==> config.mk <==
export PLATFORM = sky130hd
export DESIGN_NAME = sample_net_pipe_flat
export DESIGN_NICKNAME = d
export VERILOG_FILES = /design/src/rtl/sample_net_pipe_if.sv /design/src/rtl/sample_net_pipe.sv /design/src/flat_wrapper.sv
export SDC_FILE = /design/constraint.sdc
export NUM_CORES = 1
export LEC_CHECK = 0
export CORE_MARGIN = 10
export CORE_UTILIZATION = 47
export CTS_BUF_LIST = sky130_fd_sc_hd__clkbuf_4 sky130_fd_sc_hd__clkbuf_8 sky130_fd_sc_hd__clkbuf_16
export CTS_CLUSTER_DIAMETER = 30
export DETAILED_ROUTE_END_ITERATION = 8
export PLACE_DENSITY = 0.9
export REMOVE_ABC_BUFFERS = 1
export SLEW_MARGIN = 40
export SYNTH_ARGS = -nofsm -noshare
export SYNTH_HDL_FRONTEND = slang
export SYNTH_SLANG_ARGS = --single-unit
export TNS_END_PERCENT = 10
==> constraint.sdc <==
create_clock -name clk -period 2.2 [get_ports clk]
set_clock_uncertainty 0.1 [all_clocks]
set_input_delay 0.33 -clock clk [delete_from_list [all_inputs] [get_ports clk]]
set_output_delay 0.33 -clock clk [all_outputs]
set_load 0.02 [all_outputs]
==> src/rtl/sample_net_pipe_if.sv <==
// Valid/ready bundle for the sample_net_pipe operand and result streams.
// master drives operands and out_ready; slave is the pipe.
interface sample_net_pipe_if #(
    parameter int W = 8
);
    logic         in_valid;
    logic         in_ready;
    logic [W-1:0] a;
    logic [W-1:0] b;
    logic [W-1:0] c;
    logic [W-1:0] d;
    logic [W-1:0] e;
    logic [W-1:0] f;
    logic         out_valid;
    logic         out_ready;
    logic [W-1:0] o;
    logic [W-1:0] p;
    logic [W-1:0] q;

    modport master (
        output in_valid, a, b, c, d, e, f, out_ready,
        input  in_ready, out_valid, o, p, q
    );

    modport slave (
        input  in_valid, a, b, c, d, e, f, out_ready,
        output in_ready, out_valid, o, p, q
    );
endinterface

==> src/rtl/sample_net_pipe.sv <==
// Two-stage elastic, W-lane bit-sliced g..q logic net with
// a saturating activity counter on o and a sticky check on q.
module sample_net_pipe #(
    parameter int W     = 8,
    parameter int CNT_W = 16
) (
    input  logic             clk,
    input  logic             ret,
    sample_net_pipe_if.slave bus,
    input  logic             clr_cnt,
    output logic [CNT_W-1:0] o_cnt,
    output logic             q_err
);
    localparam logic [CNT_W-1:0] CNT_MAX = '1;

    logic         s1_v;
    logic         s2_v;
    logic [W-1:0] g_r;
    logic [W-1:0] h_r;
    logic [W-1:0] i_r;
    logic [W-1:0] j_r;
    logic [W-1:0] b_r;
    logic [W-1:0] o_r;
    logic [W-1:0] p_r;
    logic [W-1:0] q_r;

    logic         s1_load;
    logic         s2_load;
    logic         xfer;
    logic [W-1:0] k;
    logic [W-1:0] l;
    logic [W-1:0] m;
    logic [W-1:0] n;

    assign s2_load = ~s2_v | bus.out_ready;
    assign s1_load = ~s1_v | s2_load;
    assign xfer    = s2_v & bus.out_ready;

    assign bus.in_ready  = ~s1_v | ~s2_v | bus.out_ready;
    assign bus.out_valid = s2_v;
    assign bus.o         = o_r;
    assign bus.p         = p_r;
    assign bus.q         = q_r;

    always_comb begin
        k = g_r | h_r | i_r;
        l = h_r & i_r & j_r;
        m = i_r & j_r;
        n = l & m;
    end

    // Operand regs only load on a real beat so idle X never enters.
    always_ff @(posedge clk) begin
        if (ret) begin
            s1_v <= 1'b0;
            g_r  <= '0;
            h_r  <= '0;
            i_r  <= '0;
            j_r  <= '0;
            b_r  <= '0;
        end else if (s1_load) begin
            s1_v <= bus.in_valid;
            if (bus.in_valid) begin
                g_r <= bus.a | bus.d;
                h_r <= ~bus.a & bus.c;
                i_r <= ~bus.c;
                j_r <= bus.d | bus.e | bus.f;
                b_r <= bus.b;
            end
        end
    end

    always_ff @(posedge clk) begin
        if (ret) begin
            s2_v <= 1'b0;
            o_r  <= '0;
            p_r  <= '0;
            q_r  <= '0;
        end else if (s2_load) begin
            s2_v <= s1_v;
            if (s1_v) begin
                o_r <= b_r & h_r & k;
                p_r <= ~g_r;
                q_r <= ~n;
            end
        end
    end

    // Clear has priority over a coincident counted transfer.
    always_ff @(posedge clk) begin
        if (ret) begin
            o_cnt <= '0;
        end else if (clr_cnt) begin
            o_cnt <= '0;
        end else if (xfer && (|o_r) && (o_cnt != CNT_MAX)) begin
            o_cnt <= o_cnt + CNT_W'(1);
        end
    end

    always_ff @(posedge clk) begin
        if (ret) begin
            q_err <= 1'b0;
        end else if (xfer && !(&q_r)) begin
            q_err <= 1'b1;
        end
    end
endmodule

==> src/flat_wrapper.sv <==
// flat-port wrapper written by rule: the top's interface ports become plain ports
module sample_net_pipe_flat 
#(
    parameter int W     = 8,
    parameter int CNT_W = 16
)
  (clk, ret, clr_cnt, o_cnt, q_err, bus_in_valid, bus_a, bus_b, bus_c, bus_d, bus_e, bus_f, bus_out_ready, bus_in_ready, bus_out_valid, bus_o, bus_p, bus_q);
  sample_net_pipe_if #(.W(W)) bus_i ();
  input  logic clk;
  input  logic ret;
  input  logic clr_cnt;
  output logic [CNT_W-1:0] o_cnt;
  output logic q_err;
  input wire logic [$bits(bus_i.in_valid)-1:0] bus_in_valid;
  input wire logic [$bits(bus_i.a)-1:0] bus_a;
  input wire logic [$bits(bus_i.b)-1:0] bus_b;
  input wire logic [$bits(bus_i.c)-1:0] bus_c;
  input wire logic [$bits(bus_i.d)-1:0] bus_d;
  input wire logic [$bits(bus_i.e)-1:0] bus_e;
  input wire logic [$bits(bus_i.f)-1:0] bus_f;
  input wire logic [$bits(bus_i.out_ready)-1:0] bus_out_ready;
  output wire logic [$bits(bus_i.in_ready)-1:0] bus_in_ready;
  output wire logic [$bits(bus_i.out_valid)-1:0] bus_out_valid;
  output wire logic [$bits(bus_i.o)-1:0] bus_o;
  output wire logic [$bits(bus_i.p)-1:0] bus_p;
  output wire logic [$bits(bus_i.q)-1:0] bus_q;
  assign bus_i.in_valid = bus_in_valid;
  assign bus_i.a = bus_a;
  assign bus_i.b = bus_b;
  assign bus_i.c = bus_c;
  assign bus_i.d = bus_d;
  assign bus_i.e = bus_e;
  assign bus_i.f = bus_f;
  assign bus_i.out_ready = bus_out_ready;
  assign bus_in_ready = bus_i.in_ready;
  assign bus_out_valid = bus_i.out_valid;
  assign bus_o = bus_i.o;
  assign bus_p = bus_i.p;
  assign bus_q = bus_i.q;
  sample_net_pipe #(.W(W), .CNT_W(CNT_W)) u_core (.clk(clk), .ret(ret), .bus(bus_i), .clr_cnt(clr_cnt), .o_cnt(o_cnt), .q_err(q_err));
endmodule
==> Word-level counts from Yosys, hierarchy flattened <==
Cells that the tools add are included.
{ "word_totals": {"rom_bits": 0, "ff_bits": 83, "ram_bits": 0, "in_bits": 53, "latchBits": 0, "output_inout_bits": 43, "mem_count": 0} }
{ "classes": {"mux": 0, "div_mod_pow": 0, "reduce_logical": 9, "n_bitwise": 23, "n_eq_ne": 1, "mul": 0, "n_lt_le_gt_ge": 0, "shift": 0, "n_addsub": 1} }
{ "op_table": {"columns": ["operator", "count"], "rows": [
  ["$and A8 B8 Y8", 7],
  ["$or A8 B8 Y8", 5],
  ["$not A8 Y8", 4],
  ["$add A16 B1 Y16 const B", 1],
  ["$ne A16 B16 Y1 const B", 1],
  ["$reduce_and A8 Y1", 1],
  ["$reduce_or A8 Y1", 1],
  ["$or A1 B1 Y1", 4],
  ["$reduce_and A2 Y1", 2],
  ["$logic_and A1 B1 Y1", 3],
  ["$not A1 Y1", 2],
  ["$reduce_or A2 Y1", 1],
  ["$and A1 B1 Y1", 1],
  ["$logic_not A1 Y1", 1]
]} }

==> Longest topological paths before layout <==
{ "depth": {"ltp_word": 4, "ltp_mapped": 6} }

==> Worst setup path before layout <==
Ideal clock, no wire load.
{ "synth_path": {"path_kind": "register to register", "start": "register u_core.o_cnt[4]", "end": "register u_core.o_cnt[15]", "required_ns": 1.965, "path_stages_with_launch": 5, "setup_time_ns": 0.135, "setup_slack_ns": 0.308, "arrival_time_ns": 1.656, "n_path_buf": 0, "cell_sequence": "dfxtp_1 nand3_4 or4_4 a2111oi_0 a211oi_1"} }
{ "synth_between": {"elab_chain_len": 2} }
{ "synth_lines": {"columns": ["item", "line", "source"], "rows": [
  ["start, declared", "sample_net_pipe.sv:11", "output logic [CNT_W-1:0] o_cnt,"],
  ["start signal, assigned", "sample_net_pipe.sv:96", "o_cnt <= o_cnt + CNT_W'(1);"],
  ["parallel branches: the longest is 2 deep, another holds $add A16 B1 Y16", null, null]
]} }
Parallel ways; which one is timed is not known.
A chain may end at the register's enable or synchronous reset.

==> Final worst setup path <==
{ "layout_path": {"start": "register u_core.o_cnt[0]", "end": "register u_core.o_cnt[1]"} }
The elaborated chain is that of the path after synthesis.

==> metrics.txt <==
antenna viol nets, final=0; final std cells w/o fill=604; Adder-Cell Fraction of Synth Area=0.3685%; Ys Warns=0; count of cell types in the netlist=38; DIE WIDTH=105 um; I/O pin total=96; final setup fails=0; Vias/cell=5.402; critical path's top delay family=simple AND/OR/NAND/NOR gates; EDFF count, synth=0; max_slew headroom=58.69%; Simple-Gate Fraction of Synth Area=31.17%; Die Y=105 um; Area Overhead vs Synth=38.50%; critical path type=register to register; Critical Path RT=2330 ps; Routed WL=9559 um; Max Slew Vio Count=0; depth of the most critical reg-to-reg path=7; Synth Area in Compound Gates=11.86%; status=complete, no violations; CP dominant cell by count=buf_4; flop2flop setup slack=140 ps; TNS Setup=0 ps; critical path data arrival time=2190 ps; CTS HTree Levels=3; FP Rows=30; Worst-path clk slew=80 ps; CTS tree=built; layout cell share with drive strength beyond 1=9.055%; total number of vias=3263; WP depth=7; worst reg2reg path startpoint=u_core.o_cnt[0]$_SDFFE_PP0P_; CP endpoint=u_core.o_cnt[1]$_SDFFE_PP0P_; Layout Nets=557; placed cells=585; Largest stage delay, worst path=500 ps; routability cong.=0.8614; Post-Syn Area per Cell=8.364 um2; fill cell count=546; FF+latch count, synth=83; Buf+Inv Stages, Crit Path=2; class of the worst hold path=register to register; largest net degree at the start of global routing=55; global-route wire length before repair=15680 um; area of the mapped netlist=3396 um2; Post-Syn Instances=406; period utilisation layout=93.51%; clock latency on the worst-skew pair=350 ps; Power Density=657.0 nW/um2; Synth Area in XOR/XNOR=0%; worst hold slack=360.6 ps; vias in the first global route=3267; DR iter-0 viols=177; leakage power=0.001626 uW; Async S/R FF share, synth=0%; wire length per cell=15.83 um; detailed placement HPWL=7043 um; Setup crit end kind=register; startpoint types=register; CP startpoint=u_core.o_cnt[0]$_SDFFE_PP0P_; CTS Buffer Depth=2; initial antenna violation count=0; register area=1664 um2; Clock Sinks=83; TritonRoute pass-1 iters=4; largest family of logic cells by synthesized area=simple AND/OR/NAND/NOR gates; Final Power=3090 uW; total track usage=17.13%; Top FF cell, synth=dfxtp_1; Hold Vio Cnt, Final=0; Crit-path slowest cell=nor4_4; footprint of the multi-input gates=1597 um2; Worst Max-Slew Pin Slew=619.0 ps; Max Freq=486.1 MHz; worst-path cell chain=ha_1 > nand3_1 > nor4_4 > buf_4 > buf_4 > a21oi_1 > mux2i_1; clock root buffer master=clkbuf_8; reg-to-reg critical path endpoint=u_core.o_cnt[1]$_SDFFE_PP0P_; Initial Util=49.17%; Max Cap Viol=0; VDD IR max=0.3990 mV; DIE AREA=11030 um2; min Tclk post-route=2057 ps; post-synthesis sequential area ratio=48.93%; post-synthesis mux area share=3.537%; Overflow after GRT=0; IO buf count=95; core area=6907 um2; DR DRC count=0; TritonCTS Buffers=9; Ant. Diodes=0; Critical Path Fanout Max=6
-- worst register-to-register path, stage by stage, from the launching register on --
cell and delay [ps]:
dfxtp_2 390, ha_1 180, nand3_1 200, nor4_4 500
buf_4 190, buf_4 130, a21oi_1 120, mux2i_1 150
-- worst min-delay path by stage --
stage | startpoint | end | slack (ps) | cells past startpoint
after floorplan | ret | u_core.b_r[0]$_SDFFE_PP0P_ | 300 | 1
after global placement | u_core.g_r[7]$_SDFFE_PP0P_ | u_core.bus.p[7]$_SDFFE_PP0P_ | 320 | 1
after detailed placement | u_core.b_r[0]$_SDFFE_PP0P_ | u_core.b_r[0]$_SDFFE_PP0P_ | 350 | 2
after CTS | u_core.b_r[0]$_SDFFE_PP0P_ | u_core.b_r[0]$_SDFFE_PP0P_ | 360 | 2
after global routing | u_core.b_r[7]$_SDFFE_PP0P_ | u_core.b_r[7]$_SDFFE_PP0P_ | 390 | 2
final | u_core.b_r[1]$_SDFFE_PP0P_ | u_core.b_r[1]$_SDFFE_PP0P_ | 360 | 2
-- sequential cells by signal, indices dropped and copies added (netlist names) --
register	cells
u_core.b_r	8
u_core.bus.o	8
u_core.bus.out_valid	1
u_core.bus.p	8
u_core.bus.q	8
u_core.g_r	8
u_core.h_r	8
u_core.i_r	8
u_core.j_r	8
u_core.o_cnt	16
u_core.q_err	1
u_core.s1_v	1
-- logic make-up after synthesis --
family	Yosys count
buf+inv	34
simple gates	211
compound gates	65
mux	12
flops	83
fa+ha+maj	1
-- layout make-up --
type	instances	share of cell area, %
Clock buffer	11	3.086
Clock inverter	5	1.117
Tap cell	96	2.554
Multi-Input combinational cell	289	33.95
Timing Repair Buffer	111	23.20
Inverter	9	0.7183
Sequential cell	83	35.38
-- power breakdown --
group | leakage (uW) | total [uW] | internal (uW) | switching [uW]
Sequential | 0.000683 | 1620 | 1570 | 44.1
Clock | 0.000103 | 1100 | 562 | 533
Combinational | 0.000841 | 377 | 194 | 183
-- through the flow --
stage | instance area, um2 | util [%] | setup slack [ps]
2_1_floorplan | 3289 | - | 150.4
3_3_place_gp | 4478 | 64.84 | 150.9
3_5_place_dp | 4481 | 64.87 | 37.77
4_1_cts | 4678 | 67.74 | 144.4
5_1_grt | 4703 | 68.10 | -12.96
6_report | 4703 | 68.10 | 142.8
-- cell usage in the layout, fill, tap and decap left out, types with 2 or more instances in the layout --
cell | synthesis | final
clkinv_2 | 0 | 3
or4_4 | 2 | 2
nand3b_1 | 9 | 9
nor4_1 | 8 | 8
nand4_1 | 2 | 2
or2_2 | 2 | 2
or3_2 | 2 | 2
clkdlybuf4s50_1 | 0 | 94
o21ai_0 | 2 | 2
dfxtp_1 | 83 | 81
a2111oi_0 | 4 | 4
nor3_1 | 33 | 33
buf_12 | 0 | 2
clkbuf_8 | 0 | 10
mux2i_1 | 12 | 12
buf_4 | 1 | 14
nand2b_1 | 8 | 8
or3_1 | 8 | 8
nor2_1 | 43 | 42
nand3_1 | 20 | 20
a21oi_1 | 36 | 36
nand2_1 | 62 | 62
dfxtp_2 | 0 | 2
and2_1 | 3 | 3
a211oi_1 | 18 | 18
or4_1 | 3 | 3
inv_1 | 9 | 9
-- layer usage --
layer,wire length (um),global-route usage (%),up-vias
met2,4413,27.22,122
met3,879,7.494,11
met1,4133,20.00,1517
met4,133,6.275,0
met5,0,0,-
li1,-,-,1613
-- what timing repair did --
item                       CTS  global route
hold buffers                 0             0
gates resized for setup      0             2
setup endpoints to repair    0             1
setup buffers                0             3
-- Yosys cell counts, types with 3 or more instances --
cell	number	area, um2
nand2_1	62	232.7
dfxtp_1	83	1662
clkbuf_1	20	75.07
a21oi_1	36	180.2
nand3_1	20	100.1
nor3_1	33	165.2
nor4_1	8	50.05
a211oi_1	18	135.1
or4_1	3	22.52
a2111oi_0	4	35.03
nand3b_1	9	67.56
nand2b_1	8	50.05
nor2_1	43	161.4
inv_1	9	33.78
and2_1	3	18.77
mux2i_1	12	120.1
or3_1	8	50.05
Power figures use the tool's default switching activity.
